===== config.mk =====
export PLATFORM = sky130hd
export DESIGN_NAME = seg_scan_ctrl
export DESIGN_NICKNAME = d
export VERILOG_FILES = /design/src/rtl/seg_scan_ctrl_pkg.sv /design/src/rtl/seg_scan_ctrl_tick_gen.sv /design/src/rtl/seg_scan_ctrl.sv
export SDC_FILE = /design/constraint.sdc
export NUM_CORES = 1
export LEC_CHECK = 0
export ABC_CLOCK_PERIOD_IN_PS = 3610
export CAP_MARGIN = 5
export CORE_UTILIZATION = 36
export CTS_BUF_LIST = sky130_fd_sc_hd__clkbuf_16
export CTS_CLUSTER_SIZE = 25
export DETAILED_ROUTE_END_ITERATION = 10
export MAX_ROUTING_LAYER = met4
export PLACE_DENSITY = 0.61
export SLEW_MARGIN = 30
export SYNTH_ARGS = -nofsm -noshare
export SYNTH_HDL_FRONTEND = slang
export SYNTH_HIERARCHICAL = 1
export SYNTH_SLANG_ARGS = --single-unit
export TNS_END_PERCENT = 20

===== constraint.sdc =====
create_clock -name clk -period 3.61 [get_ports clk]
set_clock_uncertainty 0.15 [all_clocks]
set_input_delay 0.722 -clock clk [delete_from_list [all_inputs] [get_ports clk]]
set_output_delay 0.722 -clock clk [all_outputs]
set_load 0.01 [all_outputs]

===== src/rtl/seg_scan_ctrl_pkg.sv =====
// Shared digit-select / anode encodings and helpers for the seven-segment scan path.
// The segment mux imports the same constants so both sides agree on the one-hot order.
package seg_scan_ctrl_pkg;

  typedef logic [2:0] sel_t;

  localparam sel_t SEL_D0 = 3'b001;
  localparam sel_t SEL_D1 = 3'b010;
  localparam sel_t SEL_D2 = 3'b100;
  localparam sel_t AN_OFF = 3'b111;

  function automatic logic sel_is_onehot(input sel_t s);
    return (s == SEL_D0) || (s == SEL_D1) || (s == SEL_D2);
  endfunction

  // 001 -> 010 -> 100 -> 001
  function automatic sel_t sel_rotate(input sel_t s);
    return {s[1:0], s[2]};
  endfunction

endpackage


===== src/rtl/seg_scan_ctrl_tick_gen.sv =====
// Parameterised prescaler: counts enabled cycles and wraps at CLK_DIV-1.
// wrap is the combinational terminal-count strobe; tick is the same event registered.
module tick_gen #(
  parameter int CLK_DIV = 50000,
  parameter int CNT_W   = 16
) (
  input  logic clk,
  input  logic rst_n,
  input  logic en,
  output logic wrap,
  output logic tick
);

  logic [CNT_W-1:0] cnt_q, cnt_d;
  logic             tick_q, tick_d;

  always_comb begin
    wrap   = en && (cnt_q == CNT_W'(CLK_DIV - 1));
    cnt_d  = cnt_q;
    tick_d = wrap;
    if (en) begin
      cnt_d = wrap ? '0 : cnt_q + CNT_W'(1);
    end
  end

  always_ff @(posedge clk or negedge rst_n) begin
    if (!rst_n) begin
      cnt_q  <= '0;
      tick_q <= 1'b0;
    end else begin
      cnt_q  <= cnt_d;
      tick_q <= tick_d;
    end
  end

  assign tick = tick_q;

endmodule


===== src/rtl/seg_scan_ctrl.sv =====
// Three-digit seven-segment scan controller: rotating one-hot select, dead-timed anodes.
// Optional brightness PWM on the anodes when SEG_SCAN_PWM_EN is defined (adds `duty`).
module seg_scan_ctrl
  import seg_scan_ctrl_pkg::*;
#(
  parameter int CLK_DIV  = 50000,
  parameter int CNT_W    = 16,
  parameter int DEAD_CYC = 4
) (
  input  logic       clk,
  input  logic       rst_n,
  input  logic       en,
  input  logic [2:0] blank_in,
`ifdef SEG_SCAN_PWM_EN
  input  logic [3:0] duty,
`endif
  output logic [2:0] sel,
  output logic [2:0] an_n,
  output logic       tick
);

  logic             wrap;
  sel_t             sel_q, sel_d;
  sel_t             an_n_q, an_n_d;
  logic [CNT_W-1:0] dead_q, dead_d;
  logic [2:0]       gate;

  tick_gen #(
    .CLK_DIV (CLK_DIV),
    .CNT_W   (CNT_W)
  ) u_tick_gen (
    .clk   (clk),
    .rst_n (rst_n),
    .en    (en),
    .wrap  (wrap),
    .tick  (tick)
  );

`ifdef SEG_SCAN_PWM_EN
  logic [3:0] pwm_q, pwm_d;

  always_comb begin
    pwm_d = en ? pwm_q + 4'd1 : pwm_q;
    gate  = (pwm_q < duty) ? 3'b111 : 3'b000;
  end

  always_ff @(posedge clk or negedge rst_n) begin
    if (!rst_n) pwm_q <= 4'd0;
    else        pwm_q <= pwm_d;
  end
`else
  assign gate = 3'b111;
`endif

  // Anodes are computed from the next select and next dead count so that both
  // registers update on the same edge and never disagree about the lit digit.
  always_comb begin
    sel_d  = sel_q;
    dead_d = dead_q;
    an_n_d = AN_OFF;
    if (!sel_is_onehot(sel_q)) begin
      sel_d = SEL_D0;
    end else if (wrap) begin
      sel_d = sel_rotate(sel_q);
    end
    if (en) begin
      if (sel_d != sel_q) begin
        dead_d = CNT_W'(DEAD_CYC);
      end else if (dead_q != '0) begin
        dead_d = dead_q - CNT_W'(1);
      end
      if (dead_d == '0) begin
        an_n_d = ~(sel_d & ~blank_in & gate);
      end
    end
  end

  always_ff @(posedge clk or negedge rst_n) begin
    if (!rst_n) begin
      sel_q  <= SEL_D0;
      an_n_q <= AN_OFF;
      dead_q <= '0;
    end else begin
      sel_q  <= sel_d;
      an_n_q <= an_n_d;
      dead_q <= dead_d;
    end
  end

  assign sel  = sel_q;
  assign an_n = an_n_q;

endmodule


==> results.tsv <==
metric	value	unit
regArea	981	sq um
worstPathCellList	inv_1, ha_1, nor3b_2, buf_4, nand3_1, or4_4, xor2_1, nand4_1, o31ai_1, nand4b_1	
max_stage_delay	0.58	ns
drt_pass1_iterations	4	
power_leakage	1.09	nW
track_usage	16.5	%
fillCellCount	574	
finalSetupViolCount	0	
slowest_stage	or4_4	
die_area	6530	sq um
syn_area	2240	sq um
ctsResizeCount	0	
drt_iter0_drc	81	
rows	28	
grt_max_degree	40	
initial_utilization	37.5	%
setup_slack	0.671	ns
crit_arrival	2.97	ns
ant_nets	0	
drv_cap	0	
max_freq	340	MHz
clock-root-buffer	clkbuf_16	
final_net_count	259	
required	3.64	ns
cp_num_buf_inv	2	
synth_edf_count	0	
synth_top_area_cell	dfrtp_1	
netlist_instances	232	
max_slew_margin	66.0	%
dpl.hpwl	3300	um
setup_tns	0	ns
core_area	5960	sq um
async_flop_share	100	%
cp_top_family	simple AND/OR/NAND/NOR gates	
htreeDepth	2	
period_share	81.4	%
grt_pass1_wl	8160	um
yosysSeqAreaShare	43.9	%
port_buffers	12	
fin_cells	326	
rsz0062_at_grt	no	
cts_hold_buffers	0	
die_y	80.8	um
dp.cells	318	
clock_sinks	39	
cts_tree	built	
synthTopCellsByArea	dfrtp_1 39%, dfstp_2 4.7%, nand2_1 4.5%	
cts_made_buffers	5	
yosys.area.top_type_share	39.2	%
synth_cell_type_count	48	
final_common_cell	dfrtp_1	
syn2layout_area_growth	17.4	%
cts_setup_buffers	0	
placed_cell_area	2460	sq um
cp-end-kind	flip-flop	
slew_viol_final	0	
crit_type	flip-flop to flip-flop	
tightest_slew	0.510	ns
critPathMaxFanout	7	
powerDensity	589	nW/um^2
antenna_found_initial	0	
die_x	80.8	um
outcome	finished, final reports clean	
gp_congestion	0.746	
synth-seq-cells	39	
place_ws	0.505	ns
grt-ovfl-total	0	
wl	4740	um
finalHoldViolCount	0	
rrSetupSlack	0.67	ns
drive_gt1_share	15.1	%
via_per_inst	5.55	
cts_max_path_buffers	2	
wire_per_inst	14.5	um
worstSetupStartpointType	flip-flop	
ys_warn_count	6	
final_cell_mix	35 x dfrtp_1, 27 x nand2_1, 20 x nor2_1	
drc	0	
synth_flop_cell	dfrtp_1	
ir_drop	0.293	mV
final_area	2630	sq um
post-route-min-period	2.94	ns
grt_pass1_vias	1678	
n_antenna_cell	0	
multi_input_area	1210	sq um
syn_avg_cell_area	9.64	sq um
syn_nets	241	
ioPinCount	13	
clk_pin_slew	0.06	ns
routed-via-count	1808	
holdWs	0.260	ns
insertion_delay	0.28	ns
hp-class	primary input to async pin	
-- Yosys cell counts (all sizes together) (2+ instances only) --
master and count:
a211oi 2, a21oi 6, a22o 4, clkbuf 5, dfrtp 35, dfstp 4
ha 3, inv 6, mux2i 3, nand2 27, nand2b 3, nand3 6
nand4 6, nand4b 5, nor2 23, nor3 12, nor4 5, o21ai 21
o31ai 9, o41ai 2, or2 2, or3 6, or4 4, or4b 2
xnor2 10, xor2 9
-- layer usage --
metal	GRT usage (%)	part of all wire, %	wire length (um)	vias to the layer above
met5	-	0	0	-
met4	4.46	0.80	38	0
met1	22.6	48	2270	868
met3	2.70	4.9	231	5
li1	-	-	-	889
met2	25.3	46	2200	46
-- kinds of logic after synthesis --
| family | synth area share (%) |
|---|---|
| flops | 43.9 |
| mux | 1.85 |
| fa+ha+maj | 1.68 |
| buf+inv | 2.07 |
| xor+xnor | 7.44 |
| simple gates | 28.0 |
| compound gates | 15.1 |
-- registers in the layout, summed over array words and instances, names as in the netlist --
register and cells:
u_tick_gen/tick 1, sel 3, dead_q 16, an_n 3, u_tick_gen/cnt_q 16
-- power by group --
group	internal [mW]	switching [mW]
logic	0.171	0.185
registers	0.533	0.164
clock network	0.322	0.171
-- cell type report --
cell class	count	area share [%]
clock buffers	5	4.77
clock inverters	3	1.48
well taps	75	3.57
multi-input cells	181	46.0
flip-flops and latches	39	37.4
repair buffers	17	5.91
inverters	6	0.858
-- final timing paths --
path / end / start / cells after the start
max: an_n[0] / dead_q[0] / 10
min: u_tick_gen/cnt_q[13] / rst_n / 1
max reg2reg: an_n[0] / dead_q[0] / 10
min reg2reg: u_tick_gen/cnt_q[15] / u_tick_gen/cnt_q[15] / 1
max in group asynchronous: sel[0] / rst_n / 1
min in group clk: u_tick_gen/cnt_q[15] / u_tick_gen/cnt_q[15] / 1
-- stage by stage --
stage                     util [%]  power, mW
final                         44.1       1.55
after global routing          44.1       1.64
after CTS                     44.0       1.56
after detailed placement      41.3       1.06
after global placement        41.3       1.06
after floorplan                  -      0.961
Power figures use the tool's default switching activity.
